File: src/rtl/sync_receiver_if.sv
// Receive-side result bus of sync_receiver: recovered byte, strobe, error flags, busy.
interface sync_receiver_if;
  logic [7:0] Data;
  logic       Valid;
  logic       PARITY_ERR;
  logic       FRAME_ERR;
  logic       Busy;

  // Valid is a one-cycle strobe with no ready: the consumer must take Data
  // and the flags in the cycle Valid is high; they then hold until the next strobe.
  modport master (output Data, Valid, PARITY_ERR, FRAME_ERR, Busy);
  modport slave  (input  Data, Valid, PARITY_ERR, FRAME_ERR, Busy);
endinterface

File: src/rtl/sync_receiver.sv
// Serial frame receiver (start, 8 data LSB first, optional even parity, stop).
// Optional build macro RX_MAJORITY_VOTE_EN: 3-sample majority vote per bit.
module sync_receiver #(
  parameter int CLKS_PER_BIT = 2606,
  parameter bit PARITY_EN    = 1'b1
) (
  input  logic             CLK,
  input  logic             CLR_N,
  input  logic             IN_ser,
  sync_receiver_if.master  bus,
  output logic [2:0]       state_dbg
);

  typedef enum logic [2:0] {
    S_IDLE, S_START, S_DATA, S_PARITY, S_STOP, S_DONE, S_WAIT_HIGH
  } state_t;

  localparam int CW = (CLKS_PER_BIT > 1) ? $clog2(CLKS_PER_BIT) : 1;
  localparam logic [CW-1:0] HALF_CNT = CW'(CLKS_PER_BIT / 2 - 1);
  localparam logic [CW-1:0] FULL_CNT = CW'(CLKS_PER_BIT - 1);

  state_t        state;
  logic          rx_m, rx_s, rx_d;
  logic [CW-1:0] cnt;
  logic [CW-1:0] target;
  logic [CW-1:0] next_cnt;
  logic          at_nominal;
  logic          decide;
  logic          bit_val;
  logic [2:0]    idx;
  logic [7:0]    shreg;
  logic          rx_par;
  logic          stop_bit;

  assign target     = (state == S_START) ? HALF_CNT : FULL_CNT;
  assign at_nominal = (cnt == target);
  // The counter wraps at each nominal sample point so bit phase never drifts.
  assign next_cnt   = at_nominal ? '0 : cnt + CW'(1);
  assign bus.Busy   = (state != S_IDLE);
  assign state_dbg  = state;

`ifdef RX_MAJORITY_VOTE_EN
  logic v0, v1, vote_due, in_frame;

  assign in_frame = (state == S_START) || (state == S_DATA) ||
                    (state == S_PARITY) || (state == S_STOP);
  assign decide   = vote_due;
  assign bit_val  = (v0 & v1) | (v0 & rx_s) | (v1 & rx_s);

  always_ff @(posedge CLK or negedge CLR_N) begin
    if (!CLR_N) begin
      v0       <= 1'b1;
      v1       <= 1'b1;
      vote_due <= 1'b0;
    end else begin
      if (cnt == target - CW'(1)) v0 <= rx_s;
      if (at_nominal)             v1 <= rx_s;
      vote_due <= in_frame && at_nominal;
    end
  end
`else
  assign decide  = at_nominal;
  assign bit_val = rx_s;
`endif

  always_ff @(posedge CLK or negedge CLR_N) begin
    if (!CLR_N) begin
      rx_m           <= 1'b1;
      rx_s           <= 1'b1;
      rx_d           <= 1'b1;
      state          <= S_IDLE;
      cnt            <= '0;
      idx            <= '0;
      shreg          <= '0;
      rx_par         <= 1'b0;
      stop_bit       <= 1'b1;
      bus.Data       <= '0;
      bus.Valid      <= 1'b0;
      bus.PARITY_ERR <= 1'b0;
      bus.FRAME_ERR  <= 1'b0;
    end else begin
      rx_m      <= IN_ser;
      rx_s      <= rx_m;
      rx_d      <= rx_s;
      bus.Valid <= 1'b0;
      case (state)
        S_IDLE: begin
          cnt <= '0;
          idx <= '0;
          if (rx_d && !rx_s) state <= S_START;
        end
        S_START: begin
          cnt <= next_cnt;
          if (decide) begin
            idx   <= '0;
            state <= bit_val ? S_IDLE : S_DATA;
          end
        end
        S_DATA: begin
          cnt <= next_cnt;
          if (decide) begin
            shreg[idx] <= bit_val;
            idx        <= idx + 3'd1;
            if (idx == 3'd7) state <= PARITY_EN ? S_PARITY : S_STOP;
          end
        end
        S_PARITY: begin
          cnt <= next_cnt;
          if (decide) begin
            rx_par <= bit_val;
            state  <= S_STOP;
          end
        end
        S_STOP: begin
          cnt <= next_cnt;
          if (decide) begin
            stop_bit <= bit_val;
            state    <= S_DONE;
          end
        end
        S_DONE: begin
          cnt            <= '0;
          bus.Data       <= shreg;
          bus.PARITY_ERR <= PARITY_EN ? ((^shreg) ^ rx_par) : 1'b0;
          bus.FRAME_ERR  <= ~stop_bit;
          bus.Valid      <= 1'b1;
          // A low stop bit may be a break; wait for the line to go high first.
          state          <= stop_bit ? S_IDLE : S_WAIT_HIGH;
        end
        S_WAIT_HIGH: begin
          cnt <= '0;
          if (rx_s) state <= S_IDLE;
        end
        default: state <= S_IDLE;
      endcase
    end
  end

endmodule

File: src/flat_wrapper.sv
// flat-port wrapper written by rule: the top's interface ports become plain ports
module sync_receiver_flat 
#(
  parameter int CLKS_PER_BIT = 2606,
  parameter bit PARITY_EN    = 1'b1
)
  (CLK, CLR_N, IN_ser, state_dbg, bus_Data, bus_Valid, bus_PARITY_ERR, bus_FRAME_ERR, bus_Busy);
  sync_receiver_if bus_i ();
  input  logic CLK;
  input  logic CLR_N;
  input  logic IN_ser;
  output logic [2:0] state_dbg;
  output wire logic [$bits(bus_i.Data)-1:0] bus_Data;
  output wire logic [$bits(bus_i.Valid)-1:0] bus_Valid;
  output wire logic [$bits(bus_i.PARITY_ERR)-1:0] bus_PARITY_ERR;
  output wire logic [$bits(bus_i.FRAME_ERR)-1:0] bus_FRAME_ERR;
  output wire logic [$bits(bus_i.Busy)-1:0] bus_Busy;
  assign bus_Data = bus_i.Data;
  assign bus_Valid = bus_i.Valid;
  assign bus_PARITY_ERR = bus_i.PARITY_ERR;
  assign bus_FRAME_ERR = bus_i.FRAME_ERR;
  assign bus_Busy = bus_i.Busy;
  sync_receiver #(.CLKS_PER_BIT(CLKS_PER_BIT), .PARITY_EN(PARITY_EN)) u_core (.CLK(CLK), .CLR_N(CLR_N), .IN_ser(IN_ser), .bus(bus_i), .state_dbg(state_dbg));
endmodule
File: config.mk
export PLATFORM = sky130hd
export DESIGN_NAME = sync_receiver_flat
export DESIGN_NICKNAME = d
export VERILOG_FILES = /design/src/rtl/sync_receiver_if.sv /design/src/rtl/sync_receiver.sv /design/src/flat_wrapper.sv
export SDC_FILE = /design/constraint.sdc
export NUM_CORES = 1
export LEC_CHECK = 0
export ABC_AREA = 0
export CAP_MARGIN = 10
export CORE_UTILIZATION = 52
export DETAILED_ROUTE_END_ITERATION = 6
export PLACE_DENSITY = 0.76
export SYNTH_ARGS = -nofsm -noshare
export SYNTH_HDL_FRONTEND = slang
export SYNTH_SLANG_ARGS = --single-unit
File: constraint.sdc
create_clock -name CLK -period 2 [get_ports CLK]
set_input_delay 0.2 -clock CLK [delete_from_list [all_inputs] [get_ports CLK]]
set_output_delay 0.2 -clock CLK [all_outputs]
set_load 0.02 [all_outputs]
==> impl_metrics.csv, run 1 <==
group,metric,value,unit
sta,max_slew_margin,47.6,%
cells_and_area,final_cell_mix,"dfrtp_1 (37), buf_4 (30), nand2_1 (20)",
cells_and_area,fin_cells,300,
cells_and_area,area_delta_synth_final,30.2,%
setup_path,rr_endpoint,"u_core.idx[0]",
placement,io_buffer_count,17,
run,max_cap_viol_count,0,
setup_path,worstRegToRegCells,7,
setup_path,reg2reg_from,"u_core.state_dbg[2]",
clocking,cts-root-buf,"clkbuf_8",
placement,gp_congestion,0.882,
cells_and_area,final_nets,255,
sta,whs,-0.0212,ns
routing,avgRoutedWirePerCell,16.6,um
logic_synthesis,synth-seq-area-share,48.5,%
floorplan,dieArea,0.00445,sq mm
clocking,clkTransAtPathRegs,0.08,ns
sta,rsz0062_at_grt,"yes",
logic_synthesis,synth_xor_area_share,7.24,%
floorplan,io_pins,18,
clocking,clockBufferDepth,2,
routing,first_pass_iters,4,
setup_path,crit_start,"u_core.state_dbg[2]",
cells_and_area,num-fill-cells,284,
cells_and_area,antenna_cells,0,
pwr,power.density,721,mW/mm^2
clocking,cts_buffers,5,
pwr,power,0.00204,W
logic_synthesis,ys_types,45,
pwr,ir_worst_vdd,0.000455,V
floorplan,initial_core_util,54.5,%
sta,min_period,2.16,ns
logic_synthesis,synth_compound_area_share,9.82,%
logic_synthesis,synth-main-ff-cell,"dfrtp_1",
clocking,cts_max_level,2,
cells_and_area,final_cell_area,0.00284,sq mm
min_path,min_path_type,"in2async",
sta,slew_viol_final,0,
clocking,cts-hold-fix-buffers,0,
sta,period_share,108,%
floorplan,row_count,23,
setup_path,arrival,2.34,ns
outcome,status,"complete, but fails checks",
grt,overflow,0,
clocking,clkLatencyLatePin,0.30,ns
logic_synthesis,muxShareOfSynthArea,8.79,%
floorplan,die_h,66.7,um
grt,grt_usage,24.4,%
cells_and_area,regArea,0.00106,sq mm
placement,dp_cells,285,
floorplan,core,0.00400,sq mm
cells_and_area,final_common_cell,"dfrtp_1",
placement,post_dp_cell_area,0.00254,sq mm
grt,grt_start_max_net_pins,37,
routing,drc_errors,0,
logic_synthesis,synth-simple-area-share,19.5,%
grt,antenna_found_initial,0,
setup_path,worstSetupPathType,"reg2reg",
routing,routed_wl,4970,um
logic_synthesis,ys_seq_elements,42,
floorplan,die_w,66.7,um
logic_synthesis,async_reset_ff_share,100,%
sta,tightest_slew,0.785,ns
outcome,violations,"hold timing, setup timing",
setup_path,worstPathRequired,2.19,ns
cells_and_area,layout-drive-gt1-share,32.8,%
sta,skew,0.0107,ns
sta,hold_violations,30,
logic_synthesis,syn_avg_cell_area,10.8,sq um
grt,grt_pass1_vias,1604,
logic_synthesis,syn_nets,208,
logic_synthesis,synthCells,202,
placement,dp_hpwl,3030,um
routing,ant_nets,0,
cells_and_area,finish.utilization,70.9,%
routing,route.detailed.vias_per_inst,5.73,
logic_synthesis,synth_warnings,0,
sta,timing.fmax,464,MHz
clocking,clkSinkCount,42,
logic_synthesis,synth_fa_ha_area_share,2.24,%
setup_path,cp-end-kind,"register",
setup_path,start_kind,"register",
setup_path,worstPathMaxFanout,4,
routing,drt-initial-drc-count,140,
setup_path,r2r_slack,-0.16,ns
routing,vias,1719,
pwr,p_leak,1.25,nW
sta,setup_viol,13,
logic_synthesis,synth_area,0.00218,sq mm
grt,grt_pass1_wl,7870,um
cells_and_area,multi_input_area,0.00118,sq mm
sta,finalWorstSetupSlack,-0.156,ns
clocking,cts_tree,"done",
logic_synthesis,synth_top_family_by_area,"simple AND/OR/NAND/NOR gates",
logic_synthesis,synth_edf_count,0,
-- per-layer routing --
metal	track usage (%)	share of wire [%]	vias to the layer above
met5	0	0	-
li1	-	-	824
met1	34.0	47	844
met2	36.7	47	49
met4	7.18	0.46	0
met3	6.85	5.1	2
-- stage by stage --
step	TNS (ns)	setup WS (ns)
floorplan	-0.903	-0.206
global placement	-0.0941	-0.0366
detailed placement	-0.309	-0.102
CTS	-0.102	-0.102
global route	-2.22	-0.219
finish	-1.01	-0.156
-- cell usage after synthesis (all sizes together) (3+ instances only) --
library cell | n | area share (%)
a21oi | 3 | 0.69
and3 | 3 | 0.86
buf | 5 | 2.0
clkbuf | 6 | 1.0
dfrtp | 38 | 44
dfstp | 4 | 4.8
ha | 3 | 1.7
inv | 5 | 0.86
mux2 | 14 | 7.4
mux2i | 3 | 1.4
nand2 | 20 | 3.4
nand3 | 7 | 1.6
nand3b | 3 | 1.0
nand4 | 8 | 2.3
nor2 | 5 | 0.86
nor3 | 12 | 2.8
o211ai | 4 | 1.4
o21ai | 7 | 1.6
o31ai | 4 | 1.4
or3 | 4 | 1.4
xnor2 | 12 | 4.8
xor2 | 6 | 2.4
-- worst max-delay path: stages (launching register included) --
cell      delay (ns)
dfrtp_1         0.41
nor3b_4         0.24
buf_4           0.15
mux2_4          0.31
buf_4           0.14
nor3_2          0.29
o211ai_1        0.20
mux2_4          0.30
-- final cells by class --
class | instances | share of cell area, %
Tap cell | 50 | 2.21
Clock inverter | 2 | 0.485
Timing Repair Buffer | 51 | 15.3
Inverter | 5 | 0.662
Sequential cell | 42 | 37.3
Multi-Input combinational cell | 144 | 41.5
Clock buffer | 6 | 2.56
-- registers in the layout (all words and copies together), names as in the netlist --
| name | flops |
|---|---|
| u_core.state_dbg | 3 |
| u_core.bus.Data | 8 |
| u_core.cnt | 12 |
| u_core.rx_par | 1 |
| u_core.bit_val | 1 |
| u_core.idx | 3 |
| u_core.bus.FRAME_ERR | 1 |
| u_core.stop_bit | 1 |
| u_core.rx_m | 1 |
| u_core.bus.PARITY_ERR | 1 |
| u_core.rx_d | 1 |
| u_core.shreg | 8 |
| u_core.bus.Valid | 1 |
-- worst max path at each step --
stage                                      to  slack [ns]
after floorplan           u_core.state_dbg[0]       -0.21
after global placement    u_core.state_dbg[0]       -0.04
after detailed placement  u_core.state_dbg[0]       -0.10
after CTS                 u_core.state_dbg[0]       -0.10
after global routing      u_core.state_dbg[0]       -0.22
final                           u_core.idx[0]       -0.16
-- logic make-up (layout without fill, tap and decap cells) --
group | count (synthesis) | after routing
simple gates | 75 | 75
flops | 42 | 42
compound gates | 30 | 30
xor+xnor | 18 | 18
mux | 17 | 17
buf+inv | 16 | 64
fa+ha+maj | 4 | 4
-- power by group --
part	switching, W	internal [W]	leakage, nW
Combinational	0.000269	0.000254	0.648
Sequential	0.0000598	0.000917	0.558
Clock	0.000298	0.000246	0.0452
-- what timing repair did --
item                       CTS  global route
setup endpoints to repair   10            17
pin swaps                    3             4
buffers inserted             3             4
hold endpoints to repair     0             0
gates resized for setup     13            21
cloned                       0             0
Power figures use the tool's default switching activity.
==> run 2: changes to the inputs <==
Settings changed: HOLD_SLACK_MARGIN from default to 0.03.
==> run 2 against run 1 <==
The run ends with setup timing left. Setup slack improved by 0.013 ns. Routed wire length decreased by 0.24%. Critical path depth is the same. Clock skew rose by 0.0014 ns. Via count decreased by 0.17%. Power is essentially flat. Cell area increased by 0.35%. Clock power hardly changed. Sequential power about the same. Cell count is 0.33% higher. Die area unchanged. Largest cell class unchanged.
==> impl_metrics.csv, run 2 (same netlist as run 1, synthesis figures left out) <==
group,metric,value,unit
run,max_cap_viol_count,0,
routing,routed_wl,4960,um
cells_and_area,final_cell_area,0.00285,sq mm
routing,avgRoutedWirePerCell,16.5,um
routing,drt-initial-drc-count,136,
grt,grt_usage,24.4,%
sta,tightest_slew,0.784,ns
setup_path,start_kind,"register",
sta,skew,0.0121,ns
floorplan,io_pins,18,
clocking,cts_tree,"done",
pwr,ir_worst_vdd,0.000457,V
cells_and_area,antenna_cells,0,
pwr,p_leak,1.26,nW
routing,first_pass_iters,4,
pwr,power_frac_clock,26.5,%
setup_path,worstPathMaxFanout,4,
pwr,switchingPower,0.000624,W
setup_path,cp-end-kind,"register",
cells_and_area,layout-drive-gt1-share,32.7,%
clocking,cts_max_level,2,
cells_and_area,final_common_cell,"dfrtp_1",
sta,slew_viol_final,0,
floorplan,initial_core_util,54.5,%
clocking,clkLatencyLatePin,0.30,ns
grt,grt_pass1_vias,1605,
sta,timing.fmax,467,MHz
cells_and_area,final_cell_mix,"dfrtp_1 (37), buf_4 (30), nand2_1 (20)",
sta,rsz0062_at_grt,"yes",
sta,max_slew_margin,47.7,%
grt,grt_pass1_wl,7840,um
pwr,power_frac_comb,25.7,%
cells_and_area,finish.utilization,71.1,%
routing,drc_errors,0,
cells_and_area,num-fill-cells,282,
clocking,clkTransAtPathRegs,0.08,ns
sta,period_share,107,%
sta,finalWorstSetupSlack,-0.143,ns
floorplan,die_w,66.7,um
routing,ant_nets,0,
routing,route.detailed.vias_per_inst,5.70,
sta,setup_viol,12,
cells_and_area,regMostFlops,"u_core.cnt",
cells_and_area,area_delta_synth_final,30.6,%
sta,min_period,2.14,ns
pwr,cellInternalPower,0.00142,W
setup_path,worstSetupPathType,"reg2reg",
floorplan,row_count,23,
floorplan,die_h,66.7,um
sta,hold_violations,0,
outcome,violations,"setup timing",
placement,dp_cells,285,
pwr,power.density,718,mW/mm^2
min_path,min_path_type,"in2reg",
floorplan,dieArea,0.00445,sq mm
cells_and_area,largest_register_ffs,12,
clocking,clkSinkCount,42,
pwr,swShare,30.5,%
clocking,clockBufferDepth,2,
pwr,seqPwrFrac,47.8,%
cells_and_area,fin_cells,301,
cells_and_area,final_nets,256,
placement,gp_congestion,0.882,
clocking,cts-root-buf,"clkbuf_8",
floorplan,core,0.00400,sq mm
placement,post_dp_cell_area,0.00254,sq mm
placement,dp_hpwl,3030,um
pwr,power,0.00204,W
setup_path,arrival,2.33,ns
grt,antenna_found_initial,0,
grt,grt_start_max_net_pins,37,
placement,post-place-ws,-0.102,ns
routing,vias,1716,
cells_and_area,top_regs,"u_core.cnt: 12 flops, u_core.bus.Data: 8 flops, u_core.shreg: 8 flops",
setup_path,worstPathRequired,2.18,ns
clocking,cts_buffers,5,
grt,overflow,0,
outcome,status,"complete, but fails checks",
placement,io_buffer_count,17,
[run 2: cell count changes in the layout (fill, tap and decap cells not counted)]
| cell | delta |
|---|---|
| dlygate4sd3_1 | +1 |
[run 2: stage by stage]
step / hold WS, ns / TNS (ns)
after floorplan: -0.0956 / -0.903
after global placement: 0.327 / -0.0941
after detailed placement: 0.328 / -0.309
after CTS: 0.298 / -0.102
after global routing: 0.282 / -2.22
final: 0.304 / -0.877
[run 2: cell type report]
class	instances	area (sq um)	area share, %
clock buffers	6	72.6	2.55
clock inverters	2	13.8	0.484
inverters	5	18.8	0.660
multi-input cells	144	1180	41.3
flip-flops and latches	42	1060	37.2
well taps	50	62.6	2.20
repair buffers	52	444	15.6
[run 2: worst max-delay path, stage by stage, from the launching register on]
cell and delay [ns]:
dfrtp_1 0.41, nor3b_4 0.23, buf_4 0.15, mux2_4 0.31
buf_4 0.14, nor3_2 0.29, o211ai_1 0.20, mux2_4 0.30
[run 2: layer usage]
layer	up-vias	wire length (um)	global-route usage [%]
li1	825	-	-
met1	827	2310	33.8
met2	60	2320	36.7
met3	4	292	6.85
met4	0	38	7.18
met5	-	0	0
[run 2: power groups by stage]
stage          registers (W)  clock network (W)  logic [W]
2_1_floorplan        0.00101                  0   0.000230
3_3_place_gp        0.000986                  0   0.000462
3_5_place_dp        0.000988                  0   0.000472
4_1_cts             0.000974           0.000554   0.000494
5_1_grt             0.000982           0.000597   0.000585
6_report            0.000976           0.000542   0.000525
[run 2: path summary, 6_finish.rpt]
path / from / slack (ns) / end / cells past startpoint
worst max-delay path: u_core.state_dbg[2] / -0.14 / u_core.idx[0] / 7
worst max register to register: u_core.state_dbg[2] / -0.14 / u_core.idx[0] / 7
worst min register to register: u_core.rx_m / 0.36 / u_core.bit_val / 0
min in group asynchronous: CLR_N / 0.52 / u_core.shreg[2] / 2
max in group asynchronous: CLR_N / 0.90 / u_core.shreg[6] / 3
worst min-delay path: IN_ser / 0.30 / u_core.rx_m / 1
[run 2: repair_timing]
| action | in CTS | in global routing |
|---|---|---|
| endpoints found under the hold margin | 30 | 0 |
| hold buffers | 1 | 0 |
| setup endpoints to repair | 10 | 17 |
| buffers inserted | 3 | 4 |
| pin swaps | 3 | 4 |
| resized for setup | 13 | 21 |
| gates cloned | 0 | 0 |
==> run 3: changes to the inputs <==
Settings changed: CORE_UTILIZATION 52 to 55.
Clock period 2 ns to 2.5 ns, I/O delays scaled along.
==> run 3 against run 2 <==
The run now ends clean. Critical path type unchanged. Highest routed layer unchanged. Power decreased by 21%. Hold slack got worse by 0.23 ns. First-iteration DRC count decreased by 10%. Routed wire length decreased by 16%. Cell area decreased by 12%.
==> impl_metrics.csv, run 3 (same netlist as run 1, synthesis figures left out) <==
group,metric,value,unit
cells_and_area,layout-drive-gt1-share,17.1,%
cells_and_area,regMostFlops,"u_core.cnt",
cells_and_area,area_delta_synth_final,14.4,%
placement,post_dp_cell_area,0.00238,sq mm
placement,dp_cells,262,
sta,hold_violations,0,
pwr,power,0.00161,W
grt,grt_pass1_vias,1476,
clocking,clkTransAtPathRegs,0.08,ns
floorplan,row_count,22,
sta,tightest_slew,0.907,ns
cells_and_area,final_nets,227,
placement,post-place-ws,0.226,ns
setup_path,cp-end-kind,"register",
grt,overflow,0,
placement,gp_congestion,0.826,
sta,skew,0.00495,ns
routing,avgRoutedWirePerCell,15.4,um
routing,routed_wl,4170,um
clocking,cts-root-buf,"clkbuf_8",
sta,max_slew_margin,39.5,%
placement,dp_hpwl,2920,um
clocking,clkLatencyLatePin,0.30,ns
routing,vias,1609,
setup_path,worstPathRequired,2.69,ns
floorplan,initial_core_util,58.6,%
floorplan,dieArea,0.00422,sq mm
floorplan,io_pins,18,
routing,first_pass_iters,4,
cells_and_area,antenna_cells,0,
sta,timing.fmax,436,MHz
clocking,cts_buffers,5,
setup_path,crit_chain,"nor3b_4 > mux2i_1 > nand4_1 > nor4b_1 > mux2_2",
cells_and_area,fin_cells,270,
clocking,post_cts_buffers,0,
setup_path,worstPathMaxFanout,7,
sta,slew_viol_final,0,
min_path,min_path_type,"in2async",
clocking,cts-hold-fix-buffers,0,
setup_path,arrival,2.49,ns
sta,rsz0062_at_grt,"no",
outcome,status,"finished, final reports clean",
sta,min_period,2.29,ns
sta,period_share,91.7,%
clocking,cts_max_level,2,
pwr,p_leak,1.11,nW
pwr,power.density,646,mW/mm^2
floorplan,core,0.00372,sq mm
cells_and_area,largest_register_ffs,12,
routing,drc_errors,0,
cells_and_area,top_regs,"u_core.cnt: 12 flops, u_core.bus.Data: 8 flops, u_core.shreg: 8 flops",
setup_path,worstSetupPathType,"reg2reg",
cells_and_area,final_cell_area,0.00249,sq mm
setup_path,slowest_stage,"nor4b_1",
sta,finalWorstSetupSlack,0.207,ns
cells_and_area,final_cell_mix,"dfrtp_1 (38), nand2_1 (20), clkdlybuf4s50_1 (16)",
cells_and_area,final_common_cell,"dfrtp_1",
run,max_cap_viol_count,0,
setup_path,start_kind,"register",
sta,finalSetupTns,0,ns
clocking,clkSinkCount,42,
setup_path,cpPeakStageDelay,0.43,ns
routing,route.detailed.vias_per_inst,5.96,
sta,setup_viol,0,
routing,drt-initial-drc-count,122,
routing,ant_nets,0,
grt,grt_start_max_net_pins,43,
floorplan,die_w,64.9,um
clocking,cts_tree,"done",
grt,grt_pass1_wl,7070,um
clocking,clockBufferDepth,2,
floorplan,die_h,64.9,um
placement,io_buffer_count,17,
clocking,cts_resized,0,
grt,antenna_found_initial,0,
pwr,ir_worst_vdd,0.000319,V
grt,grt_usage,22.5,%
run 3: power breakdown:
part | internal [W] | leakage [nW] | switching (W)
Clock | 0.000298 | 0.0514 | 0.000235
Sequential | 0.000733 | 0.560 | 0.0000829
Combinational | 0.000114 | 0.502 | 0.000148
Total | 0.00115 | 1.11 | 0.000465
run 3: area by class of cell:
cell class                      count  area, sq um
Clock buffer                        6         72.6
Clock inverter                      2         37.5
Fill cell                         289         1220
Inverter                            5         18.8
Multi-Input combinational cell    144         1040
Sequential cell                    42         1060
Tap cell                           48         60.1
Timing Repair Buffer               23          210
run 3: worst paths after layout:
kind,from,endpoint,slack (ns),cells after the start
hold / removal,CLR_N,u_core.bus.FRAME_ERR,0.07,1
max in group asynchronous,CLR_N,u_core.idx[2],1.86,1
min in group CLK,IN_ser,u_core.rx_m,0.35,1
setup / recovery,u_core.state_dbg[1],u_core.shreg[2],0.21,5
setup reg to reg,u_core.state_dbg[1],u_core.shreg[2],0.21,5
hold reg to reg,u_core.rx_m,u_core.bit_val,0.36,0
run 3: routing by layer:
metal	global-route usage (%)	up-vias	wire (um)	part of all wire, %
li1	-	771	-	-
met1	32.6	770	1990	48
met2	31.3	59	1870	45
met3	6.16	9	242	5.8
met4	9.44	0	68	1.6
met5	0	-	0	0
run 3: stage by stage:
step / hold WS [ns] / util, %
2_1_floorplan: -0.0456 / -
3_3_place_gp: 0.350 / 64.1
3_5_place_dp: 0.351 / 64.1
4_1_cts: 0.0997 / 67.1
5_1_grt: 0.148 / 67.1
6_report: 0.0744 / 67.1
run 3: critical path, delay by kind of cell (launching register included):
kind          cells  cell delay, ns
mux               2            0.73
flops             1            0.41
simple gates      3            1.04
